**src/rtl/tx_arb_pkg.sv**
```systemverilog
// Shared types for the TX MAC frame arbiter: FSM state encoding and counter widths.
// No logic here; latency and backpressure live in the modules that import it.
package tx_arb_pkg;

  typedef enum logic [1:0] {
    IDLE = 2'd0,
    XFER = 2'd1,
    DROP = 2'd2,
    GAP  = 2'd3
  } arb_state_e;

  localparam int BEAT_CNT_W = 16;
  localparam int GAP_CNT_W  = 8;

endpackage

```
**src/rtl/rr_arbiter2.sv**
```systemverilog
// Two-requester round-robin grant with a registered priority pointer.
// Grant is combinational (0 latency); the pointer moves only on the upd strobe.
module rr_arbiter2 (
  input  logic       clk,
  input  logic       reset,
  input  logic [1:0] req,
  input  logic       upd,
  input  logic [1:0] last_gnt,
  output logic [1:0] gnt
);

  logic ptr_q;
  logic ptr_d;

  always_comb begin
    gnt   = 2'b00;
    ptr_d = ptr_q;
    case (req)
      2'b01:   gnt = 2'b01;
      2'b10:   gnt = 2'b10;
      2'b11:   gnt = ptr_q ? 2'b10 : 2'b01;
      default: gnt = 2'b00;
    endcase
    // Priority passes to whichever source did not just finish.
    if (upd) begin
      ptr_d = last_gnt[0];
    end
  end

  always_ff @(posedge clk or posedge reset) begin
    if (reset) begin
      ptr_q <= 1'b0;
    end else begin
      ptr_q <= ptr_d;
    end
  end

endmodule

```
**src/rtl/tx_mac_arbiter.sv**
```systemverilog
// Frame-granular round-robin mux of two AXI-stream sources onto the TX MAC, with IFG and truncation.
// Zero-cycle pass-through in XFER; MAC trdy is routed straight back to the granted source only.
module tx_mac_arbiter
  import tx_arb_pkg::*;
#(
  parameter int DATA_WIDTH = 8,
  parameter int IFG_CYCLES = 12,
  parameter int MAX_FRAME  = 1518
) (
  input  logic                  clk,
  input  logic                  reset,
  input  logic [DATA_WIDTH-1:0] s0_tx_axis_tdata,
  input  logic                  s0_tx_axis_tvalid,
  input  logic                  s0_tx_axis_tlast,
  input  logic                  s0_tx_axis_tuser,
  output logic                  s0_tx_axis_trdy,
  input  logic [DATA_WIDTH-1:0] s1_tx_axis_tdata,
  input  logic                  s1_tx_axis_tvalid,
  input  logic                  s1_tx_axis_tlast,
  input  logic                  s1_tx_axis_tuser,
  output logic                  s1_tx_axis_trdy,
  output logic [DATA_WIDTH-1:0] m_tx_axis_tdata,
  output logic                  m_tx_axis_tvalid,
  output logic                  m_tx_axis_tlast,
  output logic                  m_tx_axis_tuser,
  input  logic                  m_tx_axis_trdy,
  output logic [1:0]            grant,
  output logic                  trunc_evt
);

  localparam logic [BEAT_CNT_W-1:0] LAST_BEAT_IDX = BEAT_CNT_W'(MAX_FRAME - 1);
  localparam logic [BEAT_CNT_W-1:0] BEAT_ONE      = BEAT_CNT_W'(1);
  localparam logic [GAP_CNT_W-1:0]  GAP_LOAD      = GAP_CNT_W'(IFG_CYCLES);
  localparam logic [GAP_CNT_W-1:0]  GAP_ONE       = GAP_CNT_W'(1);

  arb_state_e              state_q, state_d;
  logic [1:0]              owner_q, owner_d;
  logic [BEAT_CNT_W-1:0]   beat_cnt_q, beat_cnt_d;
  logic [GAP_CNT_W-1:0]    gap_cnt_q, gap_cnt_d;

  logic [1:0]              arb_gnt;
  logic                    rr_upd;
  logic [1:0]              s_rdy;
  logic                    force_trunc;

  logic                    sel;
  logic [DATA_WIDTH-1:0]   sel_data;
  logic                    sel_vld;
  logic                    sel_last;
  logic                    sel_user;

  rr_arbiter2 u_rr (
    .clk      (clk),
    .reset    (reset),
    .req      ({s1_tx_axis_tvalid, s0_tx_axis_tvalid}),
    .upd      (rr_upd),
    .last_gnt (owner_q),
    .gnt      (arb_gnt)
  );

  assign sel      = owner_q[1];
  assign sel_data = sel ? s1_tx_axis_tdata  : s0_tx_axis_tdata;
  assign sel_vld  = sel ? s1_tx_axis_tvalid : s0_tx_axis_tvalid;
  assign sel_last = sel ? s1_tx_axis_tlast  : s0_tx_axis_tlast;
  assign sel_user = sel ? s1_tx_axis_tuser  : s0_tx_axis_tuser;

  assign s0_tx_axis_trdy = s_rdy[0];
  assign s1_tx_axis_trdy = s_rdy[1];

  always_comb begin
    state_d          = state_q;
    owner_d          = owner_q;
    beat_cnt_d       = beat_cnt_q;
    gap_cnt_d        = gap_cnt_q;
    rr_upd           = 1'b0;
    s_rdy            = 2'b00;
    force_trunc      = 1'b0;
    grant            = 2'b00;
    trunc_evt        = 1'b0;
    m_tx_axis_tdata  = '0;
    m_tx_axis_tvalid = 1'b0;
    m_tx_axis_tlast  = 1'b0;
    m_tx_axis_tuser  = 1'b0;

    case (state_q)
      IDLE: begin
        if (arb_gnt != 2'b00) begin
          owner_d    = arb_gnt;
          beat_cnt_d = '0;
          state_d    = XFER;
        end
      end

      XFER: begin
        grant            = owner_q;
        // A real tlast on the MAX_FRAME beat wins: that is a normal end.
        force_trunc      = (beat_cnt_q == LAST_BEAT_IDX) && !sel_last;
        m_tx_axis_tdata  = sel_data;
        m_tx_axis_tvalid = sel_vld;
        m_tx_axis_tlast  = sel_last | force_trunc;
        m_tx_axis_tuser  = sel_user | force_trunc;
        s_rdy            = owner_q & {2{m_tx_axis_trdy}};
        if (sel_vld && m_tx_axis_trdy) begin
          beat_cnt_d = beat_cnt_q + BEAT_ONE;
          if (sel_last) begin
            state_d   = GAP;
            gap_cnt_d = GAP_LOAD;
            rr_upd    = 1'b1;
          end else if (force_trunc) begin
            state_d   = DROP;
            trunc_evt = 1'b1;
          end
        end
      end

      DROP: begin
        // Sink the rest of the oversize frame without touching the MAC.
        grant = owner_q;
        s_rdy = owner_q;
        if (sel_vld && sel_last) begin
          state_d   = GAP;
          gap_cnt_d = GAP_LOAD;
          rr_upd    = 1'b1;
        end
      end

      GAP: begin
        if (gap_cnt_q == '0) begin
          state_d    = IDLE;
          owner_d    = 2'b00;
          beat_cnt_d = '0;
        end else begin
          gap_cnt_d = gap_cnt_q - GAP_ONE;
        end
      end

      default: state_d = IDLE;
    endcase
  end

  always_ff @(posedge clk or posedge reset) begin
    if (reset) begin
      state_q    <= IDLE;
      owner_q    <= 2'b00;
      beat_cnt_q <= '0;
      gap_cnt_q  <= '0;
    end else begin
      state_q    <= state_d;
      owner_q    <= owner_d;
      beat_cnt_q <= beat_cnt_d;
      gap_cnt_q  <= gap_cnt_d;
    end
  end

endmodule
```
**config.mk**
```make
export PLATFORM = sky130hd
export DESIGN_NAME = tx_mac_arbiter
export DESIGN_NICKNAME = d
export VERILOG_FILES = /design/src/rtl/tx_arb_pkg.sv /design/src/rtl/rr_arbiter2.sv /design/src/rtl/tx_mac_arbiter.sv
export SDC_FILE = /design/constraint.sdc
export NUM_CORES = 1
export LEC_CHECK = 0
export BUFFER_PORTS_ARGS = -buffer_cell sky130_fd_sc_hd__buf_2
export CORE_ASPECT_RATIO = 0.8
export CORE_UTILIZATION = 56
export CTS_CLUSTER_DIAMETER = 60
export DETAILED_ROUTE_END_ITERATION = 7
export GPL_TIMING_DRIVEN = 0
export PLACE_DENSITY = 0.91
export SLEW_MARGIN = 0
export SYNTH_ARGS = -nofsm -noshare
export SYNTH_HDL_FRONTEND = slang
export SYNTH_SLANG_ARGS = --single-unit
```
**constraint.sdc**
```tcl
create_clock -name clk -period 3.2 [get_ports clk]
set_input_delay 0.96 -clock clk [delete_from_list [all_inputs] [get_ports clk]]
set_output_delay 0.96 -clock clk [all_outputs]
set_load 0.01 [all_outputs]
```
==> reports/results.md <==
* **status** finished clean
* **global-route wire length before repair** 8238 um
* **maximum root-to-sink buffer count** 2
* **total global-route track usage** 25.67%
* **vias per cell** 6.145
* **detailed-router iteration count before antenna repair** 4
* **switching part of the total power** 44.52%
* **total of buffers placed on input and output ports** 40
* **grt total ovfl** 0
* **proportion of register bits with asynchronous set or reset after synthesis** 100.0%
* **critical path, cell by cell** inv_1 > ha_1 > clkbuf_4 > nor2b_1 > nand2_1 > nor2_1 > buf_2
* **number of nets in the layout** 317
* **reg2reg path depth** 9
* **critical-path cell with the highest stage delay** dfrtp_1
* **CTS tree** done
* **Detail Placement HPWL** 3525 um
* **pwr/cell area** 751.2 nW/um^2
* **Seq pwr share** 26.3%
* **post-route setup TNS** 0 ns
* **instance count of the mapped netlist** 238
* **most repeated cell in the gate-level netlist after synthesis** dfrtp_1
* **number of CTS-inserted buffers** 5
* **remaining antenna violation count** 0
* **placeable core region** 3542 sq um
* **data arrival time at the worst-slack endpoint** 2.02 ns
* **main flop type after synthesis** dfrtp_1
* **TritonCTS sink count** 29
* **cell internal pwr** 1.030 mW
* **final period demand of the worst path** 2.977 ns
* **unrepaired setup endpoints after global routing** no
* **final count of pins violating max slew** 0
* **Syn Area/Cell** 8.979 sq um
* **maximum number of pins on one net before global-route repair** 30
* **final worst-path cycle share** 93.03%
* **weighted congestion at the end of routability-driven global placement** 0.8824
* **number of vias after detailed routing** 1,997
* **count of unique library cells instantiated by Yosys** 54
* **Setup Skew** 0.007031 ns
* **proportion of layout cells with a drive suffix above 1** 20.49%
* **most frequent cells after synthesis** dfrtp_1, mux2i_1, nand2_1, nor2b_1
* **synthesis-to-finish area growth** 15.69%
* **part of the power in combinational logic** 57.3%
* **Top Ports** 41
* **Hold Path Class** reg2reg
* **total design power** 1.857 mW
* **largest driver fanout on the critical path** 19
* **Hold Violations, Final** 0
* **clock latency on the worst-skew pair** 0.28 ns
* **FP Rows** 19
* **startpoint-to-endpoint class of the critical path** reg2out
* **final count of negative-setup-slack endpoints** 0
* **count of state elements after synthesis** 29
* **die span in x** 71.07 um
* **cell depth of the worst hold path** 1
* **H-tree levels** 2
* **via count of the first global-routing pass** 1,824
* **Least-Margin Pin Slew** 1.108 ns
* **largest stage delay on the critical path** 0.43 ns
* **top-area cell type share of the netlist area** 33.96%
* **Chip Height** 57.26 um
* **top post-synthesis cells by area** dfrtp_1, mux2i_1, ha_1
* **wire per inst** 14.83 um
* **power share of the clock group** 16.4%
* **Synthesized Nets** 272
* **top cell type by total area after synthesis** dfrtp_1
* **antenna violations before repair** 0
* **EDFF count, synth** 0
* **Data required, critical path** 2.24 ns
* **DRC violations left** 0
* **clock root buffer** clkbuf_8
* **Relative slew margins** 26.07%
* **VDD IR max** 543.0 uV
* **post-CTS setup buffers** 0
* **Achievable Freq** 0.3359 GHz
* **nature of the critical path endpoint** output pin
* **starting density of the core** 60.33%
* **standby leakage power** 1.097 nW
* **Switch Pwr** 0.8269 mW
* **flop2flop setup slack** 0.66 ns
* **total wirelength of the detailed-routed design** 4821 um
* **mapped cell area** 2137 sq um
* **synthesis warning total** 0
* **Critical Path Source Type** flop
* **post-synthesis sequential area ratio** 33.96%
* **Clock Pin Slew Worst Setup and Hold Paths** 0.06 ns
* **total die area** 4069 sq um
* **drt first-iter violations** 145
* **maximum capacitance violations** 0
* **ANT cells** 0
[critical path: cells and delay by family (launching register included)]
family | cells | cell delay (ns)
buffers and inverters | 3 | 0.60
flip-flops | 1 | 0.43
adder cells (fa/ha/maj) | 1 | 0.37
AND/OR/NAND/NOR | 3 | 0.34
[worst paths after layout]
path	from	end
worst min register to register	beat_cnt_q[15]	beat_cnt_q[15]
min in group asynchronous	reset	beat_cnt_q[13]
worst min-delay path	beat_cnt_q[15]	beat_cnt_q[15]
max in group asynchronous	reset	beat_cnt_q[5]
worst max register to register	gap_cnt_q[0]	beat_cnt_q[3]
worst max-delay path	state_q[1]	trunc_evt
[per-stage QoR]
| step | hold WS, ns | cell area, sq um | std cells | utilization, % | setup slack (ns) |
|---|---|---|---|---|---|
| 5_1_grt | 0.5449 | 2472 | 325 | 69.80 | 0.01546 |
| 2_1_floorplan | 0.4487 | 2137 | 238 | - | 0.5993 |
| 4_1_cts | 0.4949 | 2474 | 326 | 69.83 | 0.06205 |
| 3_5_place_dp | 0.4826 | 2390 | 320 | 67.47 | 0.1699 |
| 6_report | 0.4993 | 2472 | 325 | 69.80 | 0.2231 |
| 3_3_place_gp | 0.4827 | 2390 | 320 | 67.47 | 0.2629 |
[registers in the layout, summed over array words and instances, names as in the netlist]
register    cells
gap_cnt_q       8
u_rr.ptr_q      1
state_q         2
owner_q         2
beat_cnt_q     16
[kinds of logic (layout without fill, tap and decap cells)]
group | Yosys count | count (layout) | synth area share (%)
AO/OA/AOI/OAI | 63 | 63 | 20.55
AND/OR/NAND/NOR | 93 | 93 | 26.41
multiplexers | 19 | 19 | 9.075
buffers and inverters | 25 | 70 | 4.743
adder cells (fa/ha/maj) | 9 | 9 | 5.269
flip-flops | 29 | 29 | 33.96
[per-layer routing]
layer  wire (um)  vias up  global-route usage, %
li1            -      969                      -
met1        2321      941                  35.23
met5           0        -                      0
met3         284        7                  4.770
met2        2157       80                  42.03
met4          58        0                  7.429
[layout by cell type, fill, tap and decap left out, drive strengths merged, types with 2 or more instances in the layout]
| cell type | n |
|---|---|
| and2 | 6 |
| nor4b | 2 |
| clkbuf | 15 |
| nand3b | 2 |
| o31a | 2 |
| ha | 9 |
| nor3 | 2 |
| o21a | 4 |
| nand2 | 17 |
| mux2i | 16 |
| a21boi | 2 |
| nor2b | 16 |
| o31ai | 14 |
| buf | 41 |
| or4 | 3 |
| or3 | 2 |
| dfrtp | 29 |
| inv | 14 |
| a21oi | 6 |
| o211ai | 3 |
| and4 | 2 |
| or2 | 2 |
| nor2 | 6 |
| nor4 | 3 |
| a31oi | 6 |
| o21ai | 14 |
| and3 | 3 |
| mux2 | 3 |
| a221o | 3 |
| nand3 | 14 |
| nand2b | 6 |
[final cells by class]
| class | count | area [sq um] |
|---|---|---|
| Fill cell | 253 | 1070 |
| Buffer | 9 | 45.04 |
| Sequential cell | 29 | 725.7 |
| Inverter | 14 | 52.55 |
| Clock buffer | 7 | 86.33 |
| Timing Repair Buffer | 40 | 200.2 |
| Multi-Input combinational cell | 184 | 1310 |
| Tap cell | 42 | 52.55 |
[timing repair]
item | 4_1_cts | 5_1_grt
resized for setup | 1 | 2
setup endpoints to repair | 9 | 1
hold buffers | 0 | 0
[power by group through the flow]
stage          combinational (mW)  sequential [mW]  clock [mW]
2_1_floorplan               0.781            0.479           0
3_3_place_gp                 1.01            0.489           0
3_5_place_dp                 1.05            0.494           0
4_1_cts                      1.05            0.488       0.305
5_1_grt                      1.18            0.497       0.320
6_report                     1.06            0.489       0.304
Note: power is estimated with default switching activity, not from simulation.
